===== config.mk =====
export PLATFORM = sky130hd
export DESIGN_NAME = multi_digit_counter
export DESIGN_NICKNAME = d
export VERILOG_FILES = /design/src/rtl/mdc_pkg.sv /design/src/rtl/mdc_digit.sv /design/src/rtl/multi_digit_counter.sv
export SDC_FILE = /design/constraint.sdc
export NUM_CORES = 1
export LEC_CHECK = 0
export BUFFER_PORTS_ARGS = -buffer_cell sky130_fd_sc_hd__buf_2
export CORE_ASPECT_RATIO = 0.75
export CORE_MARGIN = 4
export CORE_UTILIZATION = 45
export CTS_CLUSTER_SIZE = 28
export DETAILED_ROUTE_END_ITERATION = 8
export HOLD_SLACK_MARGIN = 0.03
export PLACE_DENSITY = 0.68
export SLEW_MARGIN = 25
export SYNTH_ARGS = -nofsm -noshare
export SYNTH_HDL_FRONTEND = slang
export SYNTH_SLANG_ARGS = --single-unit
export TNS_END_PERCENT = 100

===== constraint.sdc =====
create_clock -name mdc_clk -period 3.3 [get_ports mdc_clk]
set_clock_uncertainty 0.1 [all_clocks]
set_input_delay 0.165 -clock mdc_clk [delete_from_list [all_inputs] [get_ports mdc_clk]]
set_output_delay 0.165 -clock mdc_clk [all_outputs]
set_load 0.01 [all_outputs]

===== src/rtl/mdc_pkg.sv =====
// mdc_pkg: shared helpers and constants for the multi-digit counter.
//   dmax(bcd, digit_w)     largest legal digit value (9 for decade, all-ones for binary)
//   start_digit(dsel, dm)  per-digit value the count restarts from in a given direction
//   DIR_UP / DIR_DN        encodings of the direction select input
package mdc_pkg;

  localparam logic DIR_UP = 1'b1;
  localparam logic DIR_DN = 1'b0;

  function automatic int dmax(input int bcd, input int digit_w);
    return (bcd != 0) ? 9 : ((1 << digit_w) - 1);
  endfunction

  // Counting up restarts from all zeros; counting down restarts from all DMAX.
  function automatic int start_digit(input logic dsel, input int dm);
    return (dsel == DIR_UP) ? 0 : dm;
  endfunction

endpackage


===== src/rtl/mdc_digit.sv =====
// mdc_digit: one DIGIT_W-bit digit register of the cascaded counter.
// Ports:
//   clk, rst_n  clock and asynchronous active-low reset (reset value 0)
//   clr         synchronous clear to clr_val (highest priority after reset)
//   load        synchronous load of load_val (caller supplies a legal value)
//   step        advance one position in direction dir this edge
//   dir         1 = up, 0 = down
//   clr_val     value taken on clr
//   load_val    value taken on load
//   q           current digit value
//   at_max      q equals DMAX
//   at_zero     q equals 0
module mdc_digit
  import mdc_pkg::*;
#(
  parameter int DIGIT_W = 4,
  parameter int DMAX    = 9
) (
  input  logic               clk,
  input  logic               rst_n,
  input  logic               clr,
  input  logic               load,
  input  logic               step,
  input  logic               dir,
  input  logic [DIGIT_W-1:0] clr_val,
  input  logic [DIGIT_W-1:0] load_val,
  output logic [DIGIT_W-1:0] q,
  output logic               at_max,
  output logic               at_zero
);

  localparam logic [DIGIT_W-1:0] DMAX_V = DIGIT_W'(DMAX);

  logic [DIGIT_W-1:0] q_reg;
  logic [DIGIT_W-1:0] q_next;

  assign at_max  = (q_reg == DMAX_V);
  assign at_zero = (q_reg == '0);
  assign q       = q_reg;

  always_comb begin
    q_next = q_reg;
    if (clr) begin
      q_next = clr_val;
    end else if (load) begin
      q_next = load_val;
    end else if (step) begin
      if (dir == DIR_UP) begin
        q_next = at_max ? '0 : (q_reg + DIGIT_W'(1));
      end else begin
        q_next = at_zero ? DMAX_V : (q_reg - DIGIT_W'(1));
      end
    end
  end

  always_ff @(posedge clk or negedge rst_n) begin
    if (!rst_n) begin
      q_reg <= '0;
    end else begin
      q_reg <= q_next;
    end
  end

endmodule


===== src/rtl/multi_digit_counter.sv =====
// multi_digit_counter: cascaded up/down counter of DIGITS digit cells, each
// DIGIT_W bits wide, counting in decade (BCD=1) or full binary (BCD=0) radix.
// Ports:
//   mdc_clk       clock, rising edge
//   mdc_rst_n     asynchronous active-low reset (q, wrap, err -> 0)
//   mdc_clr       synchronous clear to the start value of the current direction
//   mdc_en        count enable
//   mdc_dsel      direction: 1 up, 0 down
//   mdc_sat       1 saturate at terminal count, 0 wrap
//   mdc_load      synchronous parallel load (digits clamped to DMAX)
//   mdc_load_val  load value, digit 0 in LSBs
//   mdc_q         count value, digit 0 in LSBs
//   mdc_tc        terminal count for current direction (combinational)
//   mdc_wrap      registered pulse: a wrap happened on the last edge
//   mdc_err       sticky flag: an out-of-range digit was loaded
module multi_digit_counter
  import mdc_pkg::*;
#(
  parameter int DIGITS  = 4,
  parameter int DIGIT_W = 4,
  parameter int BCD     = 1
) (
  input  logic                      mdc_clk,
  input  logic                      mdc_rst_n,
  input  logic                      mdc_clr,
  input  logic                      mdc_en,
  input  logic                      mdc_dsel,
  input  logic                      mdc_sat,
  input  logic                      mdc_load,
  input  logic [DIGITS*DIGIT_W-1:0] mdc_load_val,
  output logic [DIGITS*DIGIT_W-1:0] mdc_q,
  output logic                      mdc_tc,
  output logic                      mdc_wrap,
  output logic                      mdc_err
);

  localparam int                 DMAX_I = dmax(BCD, DIGIT_W);
  localparam logic [DIGIT_W:0]   DMAX_X = (DIGIT_W + 1)'(DMAX_I);
  localparam logic [DIGIT_W-1:0] DMAX_V = DIGIT_W'(DMAX_I);

  // up_chain[i]: every digit below i is at DMAX; dn_chain[i]: every digit below i is 0.
  logic [DIGITS:0]    up_chain;
  logic [DIGITS:0]    dn_chain;
  logic [DIGITS-1:0]  at_max;
  logic [DIGITS-1:0]  at_zero;
  logic [DIGITS-1:0]  load_bad;
  logic [DIGIT_W-1:0] clr_val;
  logic               hold_sat;
  logic               wrap_reg;
  logic               wrap_next;
  logic               err_reg;
  logic               err_next;

  assign up_chain[0] = 1'b1;
  assign dn_chain[0] = 1'b1;
  assign clr_val     = DIGIT_W'(start_digit(mdc_dsel, DMAX_I));

  assign mdc_tc   = (mdc_dsel == DIR_UP) ? up_chain[DIGITS] : dn_chain[DIGITS];
  // Saturation freezes every digit at terminal count instead of rolling over.
  assign hold_sat = mdc_tc & mdc_sat;

  generate
    for (genvar gi = 0; gi < DIGITS; gi++) begin : g_digit
      logic [DIGIT_W-1:0] load_raw;
      logic [DIGIT_W-1:0] load_clamped;
      logic               step;

      assign load_raw     = mdc_load_val[gi*DIGIT_W +: DIGIT_W];
      // Widened compare keeps the check meaningful in binary mode, where it is never true.
      assign load_bad[gi] = ({1'b0, load_raw} > DMAX_X);
      assign load_clamped = load_bad[gi] ? DMAX_V : load_raw;

      assign up_chain[gi+1] = up_chain[gi] & at_max[gi];
      assign dn_chain[gi+1] = dn_chain[gi] & at_zero[gi];

      assign step = mdc_en & ~hold_sat &
                    ((mdc_dsel == DIR_UP) ? up_chain[gi] : dn_chain[gi]);

      mdc_digit #(
        .DIGIT_W (DIGIT_W),
        .DMAX    (DMAX_I)
      ) u_digit (
        .clk      (mdc_clk),
        .rst_n    (mdc_rst_n),
        .clr      (mdc_clr),
        .load     (mdc_load),
        .step     (step),
        .dir      (mdc_dsel),
        .clr_val  (clr_val),
        .load_val (load_clamped),
        .q        (mdc_q[gi*DIGIT_W +: DIGIT_W]),
        .at_max   (at_max[gi]),
        .at_zero  (at_zero[gi])
      );
    end
  endgenerate

  always_comb begin
    wrap_next = 1'b0;
    err_next  = err_reg;
    if (mdc_clr) begin
      err_next = 1'b0;
    end else if (mdc_load) begin
      if (|load_bad) begin
        err_next = 1'b1;
      end
    end else begin
      wrap_next = mdc_en & mdc_tc & ~mdc_sat;
    end
  end

  always_ff @(posedge mdc_clk or negedge mdc_rst_n) begin
    if (!mdc_rst_n) begin
      wrap_reg <= 1'b0;
      err_reg  <= 1'b0;
    end else begin
      wrap_reg <= wrap_next;
      err_reg  <= err_next;
    end
  end

  assign mdc_wrap = wrap_reg;
  assign mdc_err  = err_reg;

endmodule


## After elaboration in Yosys (flattened, before gate mapping)

Index checks and enable logic that the tools add are counted.

| word-level totals | value |
|---|---|
| flip-flop bits (word level) | 18 |
| output and inout port bits | 19 |

| cells by class | value |
|---|---|
| add/subtract/negate cells | 8 |
| order comparisons | 4 |
| equality and inequality tests | 4 |
| muxes and demuxes | 38 |
| bitwise operators | 15 |
| reductions and logical operators | 12 |

Operators with widths:

| operator | count |
|---|---|
| $mux W4 | 29 |
| $add A4 B1 Y4 const B | 4 |
| $eq A4 B4 Y1 const B | 4 |
| $gt A4 B4 Y1 const B | 4 |
| $logic_not A4 Y1 | 4 |
| $sub A4 B1 Y4 const B | 4 |
| $and A1 B1 Y1 | 13 |
| $reduce_bool A3 Y1 | 4 |
| $mux W1 | 9 |
| $reduce_bool A2 Y1 | 2 |
| $reduce_or A4 Y1 | 1 |
| $not A1 Y1 | 2 |
| $reduce_and A2 Y1 | 1 |

## Logic depth before layout (Yosys ltp)

Gate-level depths: netlist of the first run.

| logic depth | value |
|---|---|
| depth in word-level cells | 12 |
| depth in mapped cells | 7 |
| gate-level depth less buffers | 7 |

## Modules after synthesis

A second synthesis of the first run with hierarchy kept.

| second synthesis, totals | value |
|---|---|
| cells, all modules | 246 |
| area, all modules | 1,891.8 um2 |

By module, submodules not included:

| module | times used | cells each | area each (um2) | seq. area each (um2) |
|---|---|---|---|---|
| mdc_digit | 4 | 51 | 395.4 | 100.1 |
| multi_digit_counter | 1 | 42 | 310.3 | 50.0 |

## Least setup slack after synthesis of the first run

No wires, ideal clock.

| timing | value |
|---|---|
| path type | register to register |
| from | register g_digit[1].u_digit.q_reg[0] |
| to | register g_digit[0].u_digit.q_reg[1] |
| setup time | 0.125 ns |
| arrival | 2.218 ns |
| required time | 3.075 ns |
| slack | 0.857 ns |
| cell stages (with the launch flop) | 8 |
| path buffers | 0 |
| cell sequence | dfrtp_1 -> inv_1 -> ha_1 -> or3b_2 -> nand4bb_4 -> a21boi_4 -> o21a_2 -> mux2_2 |

| on the way | value |
|---|---|
| longest elaborated chain between the ends | 9 |

Ends and longest elaborated chain:

| element | line | RTL |
|---|---|---|
| start, declared | mdc_digit.sv:34 | `logic [DIGIT_W-1:0] q_reg;` |
| start signal, assigned | mdc_digit.sv:60 | `q_reg <= q_next;` |
| $eq A4 B4 Y1 or $logic_not A4 Y1 (tied branches) | mdc_digit.sv:37, mdc_digit.sv:38 |  |
| $and A1 B1 Y1 (on tied branches) (3 in a row) | multi_digit_counter.sv:73, multi_digit_counter.sv:74 |  |
| $mux W1 (*) | multi_digit_counter.sv:58 | `assign mdc_tc = (mdc_dsel == DIR_UP) ? up_chain[DIGITS] : dn_chain[DIGITS];` |
| $and A1 B1 Y1 (*) | multi_digit_counter.sv:60 | `assign hold_sat = mdc_tc & mdc_sat;` |
| $not A1 Y1 (*) | multi_digit_counter.sv:76 | `assign step = mdc_en & ~hold_sat &` |
| $and A1 B1 Y1 (*) | multi_digit_counter.sv:76 |  |
| $reduce_bool A3 Y1 (no source line) (*) | -- |  |
| end signal, assigned | mdc_digit.sv:60 |  |
| end, declared | mdc_digit.sv:34 |  |

Every way passes the cells marked *; elsewhere a longest branch is shown, timed or not.
A chain may end at the register's enable or synchronous reset.

## Final worst setup path of the first run

Same ends and word-level chain as after synthesis.

==> results.cfg, run 1 <==
[synth]
synth_compound_area_frac = 0.2397
synth_top_area_cell = dfrtp_1
synth_enable_flop_cells = 0
ys_ff_latch = 18
synth_fp_nets = 257
synth-main-ff-cell = dfrtp_1
synth-xor-area-share = 0.02280
synthArstFlopShare = 1.000
synthTopCellsByArea = dfrtp_1 23%, ha_1 7.8%, mux2_1 7.0%, a21oi_1 4.2%, nand3b_1 3.9%
syn_inst = 222
ys_types = 59
synth_top_family_by_area = compound AO/OA/AOI/OAI gates
syn_area_um2 = 1921
synthSimpleGateAreaFrac = 0.2326
synthAdderAreaFrac = 0.07818
yosysSeqAreaShare = 0.2345
avgSynthCellArea_um2 = 8.651
yosysWarnings = 0
synthMuxAreaShare = 0.1322
synth_top_area_frac = 0.2345

[cts]
cts_hold_buf = 2
cts_tree = built
cts.sinks = 18
root_buffer = clkbuf_8
cts-buffers-inserted = 3
post_cts_buffers = 0
cts_resized = 0
htree_num_levels = 1
clk_latency_ns = 0.26
cts_buffer_depth = 2
cts.clk_slew.worst_paths_ns = 0.08

[floorplan]
coreArea_um2 = 4079
rows = 20
initial_utilization = 0.4709
ios = 42
die_w_um = 83.44
die_h_um = 64.58
die_area_um2 = 5388

[grt]
grt_use_total = 0.1848
grt_overflow = 0
grt_pass1_vias = 1629
antenna_found_initial = 0
grt_max_degree = 34
grt_pass1_wl_um = 8148

[status]
status = finished clean

[placement]
placed_area_um2 = 2143
dp.cells = 305
place_congestion = 0.8377
dp_hpwl_um = 3601
dp_slack_ns = 0.7100
port_buffers = 41

[timing]
max_freq_ghz = 0.3827
fin_crit_sh = 0.7919
slew_viol_final = 0
slew_headroom = 0.6121
tns_ns = 0
min_period_ns = 2.613
hold_viol = 0
worst_slew_pin_slew_ns = 0.5819
rsz0062_at_grt = false
whs_ns = 0.1383
setup-violations-final = 0
setup_ws_ns = 0.6868

[drt]
drcViolationCount = 0
drt-total-wl_um = 4888
wl_per_cell_um = 15.72
via_per_inst = 5.711
drt_first_pass_iters = 4
drt_iter0_drc = 115
num_vias = 1776
ant_nets = 0

[final_layout]
n_antenna_cell = 0
largest_reg_flops = 16
final_common_cell = buf_2
final_nets = 292
fin_cells = 311
drive_gt1_frac = 0.2461
syn2layout_area_growth_pct = 15.51
layout_common_cells = 41 x buf_2, 19 x nand2_1, 18 x dfrtp_1, 16 x a21oi_1, 15 x inv_1
final_area_um2 = 2218

[worst_setup_path]
worstPathArrival_ns = 2.66
path_class = register to register
cp_slowest_cell = or3b_2
path_max_fanout = 9
cp-end-kind = register
path_buf_inv = 1
required_ns = 3.35
path_delay_family = simple AND/OR/NAND/NOR gates
cp_cell_sequence = inv_1 > ha_1 > or3b_2 > nand4bb_4 > a21boi_4 > o21a_2 > mux2_2
max_stage_delay_ns = 0.52
crit_path_start_kind = register

[worst_hold_path]
min_path_type = primary input to register

[job]
maxCapViolCount = 0

[power_and_ir_drop]
p_leak_nw = 1.007
cellPowerDensity_nw_per_um2 = 381.8
peakVddDrop_v = 0.0002098
==> power breakdown <==
part	internal (W)	switching [W]	total (W)
sequential	0.000247	0.0000635	0.000311
clock	0.000106	0.0000814	0.000188
combinational	0.000172	0.000177	0.000348
total	0.000525	0.000322	0.000847
==> metrics by stage <==
| stage | power (W) | utilization |
|---|---|---|
| 4_1_cts | 0.0008526 | 0.5439 |
| 2_1_floorplan | 0.0005587 | - |
| 6_report | 0.0008470 | 0.5439 |
| 3_3_place_gp | 0.0006575 | 0.5255 |
| 3_5_place_dp | 0.0006599 | 0.5255 |
| 5_1_grt | 0.0009146 | 0.5439 |
==> cell families after synthesis <==
kind of cell,Yosys count
AO/OA/AOI/OAI,65
flip-flops,18
AND/OR/NAND/NOR,73
multiplexers,20
buffers and inverters,29
adder cells (fa/ha/maj),12
XOR/XNOR,5
==> synthesized netlist by cell type (2+ instances only) <==
master / instances
nand2_1: 19
dfrtp_1: 18
a21oi_1: 16
inv_1: 15
ha_1: 12
mux2_1: 12
nor2_1: 11
clkbuf_1: 10
nand3b_1: 10
o21ai_0: 10
o21bai_1: 5
mux2i_1: 4
nand2b_1: 4
nand3_1: 4
a21o_1: 3
a31oi_1: 3
mux4_2: 3
nor3_1: 3
nor3b_1: 3
or3_1: 3
xnor2_1: 3
a211oi_1: 2
a21bo_2: 2
a21boi_0: 2
a2bb2oi_1: 2
buf_2: 2
nor2b_1: 2
nor4b_1: 2
o211ai_1: 2
o21ai_2: 2
o22ai_1: 2
o31ai_1: 2
or3b_1: 2
xor2_1: 2
==> worst paths after layout <==
path / start / end / slack (ns) / cells past startpoint
hold reg to reg: mdc_err / mdc_err / 0.41 / 2
min in group asynchronous: mdc_rst_n / g_digit[3].u_digit.q[0] / 0.27 / 2
setup / recovery: g_digit[1].u_digit.q[0] / g_digit[0].u_digit.q[1] / 0.69 / 7
max in group asynchronous: mdc_rst_n / g_digit[0].u_digit.q[0] / 2.52 / 2
setup reg to reg: g_digit[1].u_digit.q[0] / g_digit[0].u_digit.q[1] / 0.69 / 7
hold / removal: mdc_load_val[10] / g_digit[2].u_digit.q[2] / 0.14 / 4
==> routing by layer <==
| metal | track usage | share of wire | up-vias |
|---|---|---|---|
| met2 | 0.2730 | 0.44 | 49 |
| met4 | 0.02008 | 0.0029 | 0 |
| met5 | 0 | 0 | - |
| met1 | 0.2780 | 0.50 | 846 |
| li1 | - | - | 879 |
| met3 | 0.04828 | 0.063 | 2 |
==> final cells by class <==
class | instances | area, um2
Multi-Input combinational cell | 175 | 1355
Timing Repair Buffer | 44 | 232.7
Fill cell | 389 | 1861
Tap cell | 55 | 68.82
Inverter | 15 | 56.30
Sequential cell | 18 | 450.4
Clock buffer | 4 | 55.05
==> worst min-delay path, cell delays in order <==
cell,delay (ns)
buf_2,0.08
nand2_1,0.04
o21ai_0,0.06
mux2_1,0.12
Power figures use the tool's default switching activity.
==> inputs of run 2 (changes only) <==
==> constraint.sdc (replaced) <==
create_clock -name mdc_clk -period 2.7 [get_ports mdc_clk]
set_clock_uncertainty 0.1 [all_clocks]
set_input_delay 0.135 -clock mdc_clk [delete_from_list [all_inputs] [get_ports mdc_clk]]
set_output_delay 0.135 -clock mdc_clk [all_outputs]
set_load 0.01 [all_outputs]
==> run 2 against run 1 <==
Effect of this change:
- combinational power increased by 43%
- global-route usage grew 1.1 points
- first-iteration DRC count fell by 23%
- clock power rose by 4%
- largest power group unchanged
- fmax grew 3.6%
- total power increased by 23%
- critical path type unchanged
==> results.cfg, run 2 (same netlist as run 1, synthesis figures left out) <==
[status]
status = finished clean

[floorplan]
initial_utilization = 0.4709
ios = 42
die_h_um = 64.58
die_w_um = 83.44
die_area_um2 = 5388
coreArea_um2 = 4079
rows = 20

[drt]
met3_length_um = 276
drcViolationCount = 0
wl_per_cell_um = 16.12
highest_layer = met4
drt-total-wl_um = 5173
wl_met1_um = 2569
via_per_inst = 5.773
num_vias = 1853
ant_nets = 0
drt_iter0_drc = 89
wl_met2_um = 2297
drt_first_pass_iters = 6

[cts]
cts.clk_slew.worst_paths_ns = 0.07
root_buffer = clkbuf_8
post_cts_buffers = 0
clk_latency_ns = 0.26
cts_resized = 0
cts.sinks = 18
cts-buffers-inserted = 3
cts_tree = built
cts_hold_buf = 2
cts_buffer_depth = 2
htree_num_levels = 1

[worst_setup_path]
cp-end-kind = register
path_max_fanout = 6
path_class = register to register
cp_slowest_cell = or4_4
rrSetupSlack_ns = 0.18
required_ns = 2.75
crit_path_start_kind = register
worstPathArrival_ns = 2.57
max_stage_delay_ns = 0.61
cp_cell_sequence = ha_1 > nand4b_1 > or4_4 > a21boi_4 > o21a_2 > mux2_2

[grt]
grt_use_total = 0.1961
grt_pass1_wl_um = 8542
grt_overflow = 0
grt_pass1_vias = 1778
grt_max_degree = 34
antenna_found_initial = 0

[power_and_ir_drop]
p_leak_nw = 1.055
cellPowerDensity_nw_per_um2 = 455.8
peakVddDrop_v = 0.0002447

[timing]
rsz0062_at_grt = false
tns_ns = 0
worst_slew_pin_slew_ns = 0.6105
whs_ns = 0.1275
hold_viol = 0
min_period_ns = 2.523
max_freq_ghz = 0.3963
setup-violations-final = 0
slew_viol_final = 0
fin_crit_sh = 0.9345
slew_headroom = 0.5915

[final_layout]
drive_gt1_frac = 0.2744
ff_latch_area_um2 = 450.4
layout_common_cells = 41 x buf_2, 19 x nand2_1, 18 x dfrtp_1, 16 x a21oi_1, 15 x inv_1
largest_reg_flops = 16
multiInputGateArea_um2 = 1355
final_area_um2 = 2287
syn2layout_area_growth_pct = 19.09
fill_cells = 390
n_antenna_cell = 0
final_nets = 303
final_common_cell = buf_2

[placement]
place_congestion = 0.8716
placed_area_um2 = 2226
port_buffers = 41
dp_hpwl_um = 3885

[job]
maxCapViolCount = 0

[worst_hold_path]
min_path_type = primary input to register
-- run 2: changes by cell type in the layout (fill, tap and decap cells not counted), sizes merged --
cell    before  now
clkbuf       4    3
buf         42   53
-- run 2: final cells by class --
cell class | count | area share
Inverter | 15 | 0.02462
Timing Repair Buffer | 55 | 0.1379
Multi-Input combinational cell | 175 | 0.5925
Tap cell | 55 | 0.03009
Sequential cell | 18 | 0.1969
Clock buffer | 3 | 0.01805
-- run 2: final timing paths --
path,startpoint,to,cells past startpoint
max in group asynchronous,mdc_rst_n,g_digit[0].u_digit.q[1],2
hold / removal,mdc_load_val[9],g_digit[2].u_digit.q[1],3
hold reg to reg,mdc_err,mdc_err,2
setup reg to reg,g_digit[0].u_digit.q[0],g_digit[0].u_digit.q[1],6
min in group asynchronous,mdc_rst_n,g_digit[3].u_digit.q[2],2
setup / recovery,g_digit[0].u_digit.q[0],g_digit[0].u_digit.q[1],6
-- run 2: worst max-delay path, delay by kind of cell, from the launching register on --
family / cells / cell delay (ns)
AOI/OAI and AO/OA: 2 / 0.48
and+or+nand+nor: 2 / 0.83
muxes: 1 / 0.34
adders and majority gates: 1 / 0.23
DFF: 1 / 0.43
-- run 2: where the power goes --
part	leakage, nW	switching [W]	internal, W
clock network	0.0216	0.0000962	0.0000995
registers	0.227	0.0000444	0.000303
logic	0.806	0.000259	0.000240
total	1.05	0.000400	0.000643
-- run 2: routing by layer --
| layer | GRT usage | up-vias |
|---|---|---|
| met5 | 0 | - |
| met4 | 0.03012 | 0 |
| met3 | 0.04193 | 5 |
| met2 | 0.3210 | 48 |
| met1 | 0.2731 | 898 |
| li1 | - | 902 |
-- run 2: stage by stage --
step           utilization  setup slack [ns]  cells   power, W
6_report            0.5607            0.1768    321   0.001042
5_1_grt             0.5607           0.04460    321   0.001123
4_1_cts             0.5607            0.1783    321   0.001048
3_5_place_dp        0.5457            0.1784    316  0.0008481
3_3_place_gp        0.5457            0.2476    316  0.0008413
2_1_floorplan            -            0.2569    222  0.0006828
==> inputs of run 3 (changes only) <==
--- a/config.mk
+++ b/config.mk
@@ -6,11 +6,13 @@
 export NUM_CORES = 1
 export LEC_CHECK = 0
 export BUFFER_PORTS_ARGS = -buffer_cell sky130_fd_sc_hd__buf_2
-export CORE_ASPECT_RATIO = 0.75
+export CORE_ASPECT_RATIO = 1.75
 export CORE_MARGIN = 4
 export CORE_UTILIZATION = 45
+export CTS_BUF_LIST = sky130_fd_sc_hd__clkbuf_2 sky130_fd_sc_hd__clkbuf_4 sky130_fd_sc_hd__clkbuf_8
 export CTS_CLUSTER_SIZE = 28
 export DETAILED_ROUTE_END_ITERATION = 8
+export GPL_TIMING_DRIVEN = 0
 export HOLD_SLACK_MARGIN = 0.03
 export PLACE_DENSITY = 0.68
 export SLEW_MARGIN = 25
==> run 3 against run 2 <==
Effect of this change:
- design area up 0.82%
- non-clock buffer count rose by 6
- sequential cell count did not move
- critical path type unchanged
- highest routed layer unchanged
- critical path depth rose by 1
- largest cell class unchanged
==> results.cfg, run 3 (same netlist as run 1, synthesis figures left out) <==
[cts]
htree_num_levels = 1
cts-buffers-inserted = 3
clk_latency_ns = 0.27
cts.clk_slew.worst_paths_ns = 0.08
cts.sinks = 18
root_buffer = clkbuf_8
cts_buffer_depth = 2
cts_tree = built

[timing]
hold_viol = 0
setup-violations-final = 0
slew_viol_final = 0
min_period_ns = 2.582
tns_ns = 0
rsz0062_at_grt = false
fin_crit_sh = 0.9562
slew_headroom = 0.5860
max_freq_ghz = 0.3874
worst_slew_pin_slew_ns = 0.6187

[power_and_ir_drop]
p_total_w = 0.001074
intPower_w = 0.0006618
netSwitchingFraction = 0.3840
peakVddDrop_v = 0.0002929
p_seq_frac = 0.326
cellPowerDensity_nw_per_um2 = 465.9
clkPwrFrac = 0.223
switchingPower_w = 0.0004125
pwr-share-comb = 0.451
p_leak_nw = 1.048

[floorplan]
die_w_um = 57.39
ios = 42
die_area_um2 = 5418
die_h_um = 94.42
rows = 31
coreArea_um2 = 4150
initial_utilization = 0.4628

[placement]
dp_hpwl_um = 4041
place_congestion = 0.8138
port_buffers = 41
dp.cells = 312

[final_layout]
finish.utilization = 0.5556
fin_cells = 322
final_nets = 309
layout_common_cells = 43 x buf_2, 19 x nand2_1, 16 x a21oi_1, 16 x dfrtp_1, 15 x inv_1
syn2layout_area_growth_pct = 20.07
n_antenna_cell = 0
final_common_cell = buf_2
drive_gt1_frac = 0.2637
largest_reg_flops = 16

[grt]
grt_pass1_vias = 1850
grt_use_total = 0.2086
grt_max_degree = 19
grt_overflow = 0
antenna_found_initial = 0
grt_pass1_wl_um = 8769

[drt]
via_per_inst = 5.857
drt_first_pass_iters = 4
ant_nets = 0
drt-total-wl_um = 5383
drt_iter0_drc = 31
drcViolationCount = 0
num_vias = 1886
wl_per_cell_um = 16.72

[worst_setup_path]
cp-end-kind = register
path_class = register to register
r2r_end = g_digit[3].u_digit.q[2]
rrSetupSlack_ns = 0.12
worstPathArrival_ns = 2.63
path_max_fanout = 7
critPathCapture = g_digit[3].u_digit.q[2]
r2r_start = g_digit[0].u_digit.q[1]
cp-startpoint = g_digit[0].u_digit.q[1]
crit_path_start_kind = register
reg2reg_depth = 7
required_ns = 2.75

[worst_hold_path]
min_path_type = primary input to register
whs_path_depth = 3

[job]
maxCapViolCount = 0

[status]
status = finished clean
run 3: cell count changes in the layout (fill, tap and decap cells not counted), sizes merged:
cell    change
clkbuf     +11
buf         -4
run 3: worst max-delay path, stage by stage, from the launching register on:
cell and delay (ns):
dfrtp_1 0.46, inv_1 0.10, ha_1 0.20, or4b_4 0.51, nand4bb_4 0.28, a21boi_4 0.28
o31ai_2 0.16, mux2_1 0.36
run 3: per-stage QoR:
step,hold slack (ns),setup slack [ns],area (um2)
detailed placement,0.01617,0.04489,2187
floorplan,-0.2606,0.2569,1921
global placement,0.01147,0.07077,2187
global route,0.1261,0.001801,2306
CTS,0.1071,0.03751,2262
finish,0.1062,0.1184,2306
run 3: timing repair:
| action | CTS | global route |
|---|---|---|
| endpoints found under the hold margin | 19 | 0 |
| setup buffers | 0 | 4 |
| gates resized for setup | 0 | 4 |
| hold buffers | 2 | 0 |
| setup endpoints to repair | 0 | 13 |
run 3: how the worst min path moves through the flow:
stage              start                 endpoint  slack (ns)
2_1_floorplan  mdc_rst_n  g_digit[0].u_digit.q[0]       -0.26
3_3_place_gp   mdc_rst_n  g_digit[2].u_digit.q[1]        0.01
3_5_place_dp   mdc_rst_n  g_digit[2].u_digit.q[1]        0.02
4_1_cts          mdc_clr                 mdc_wrap        0.11
5_1_grt          mdc_clr                 mdc_wrap        0.13
6_report         mdc_clr                 mdc_wrap        0.11
run 3: power by group through the flow:
| stage | clock, W | sequential, W | combinational (W) |
|---|---|---|---|
| final | 0.000239 | 0.000351 | 0.000484 |
| after global routing | 0.000255 | 0.000359 | 0.000540 |
| after CTS | 0.000245 | 0.000351 | 0.000473 |
| after detailed placement | 0 | 0.000356 | 0.000467 |
| after global placement | 0 | 0.000355 | 0.000461 |
| after floorplan | 0 | 0.000363 | 0.000319 |
run 3: per-layer routing:
layer / GRT usage / vias to the layer above / routed length, um
li1: - / 914 / -
met4: 0.1044 / 0 / 153
met5: 0 / - / 0
met2: 0.3877 / 41 / 2920
met3: 0.02326 / 13 / 217
met1: 0.2254 / 918 / 2091
run 3: final cells by class:
class | count | area (um2)
fillers | 415 | 1844
inverters | 15 | 56.30
plain buffers | 14 | 58.81
clock buffers | 4 | 55.05
flip-flops and latches | 18 | 452.9
multi-input cells | 175 | 1366
well taps | 49 | 61.31
repair buffers | 47 | 255.2
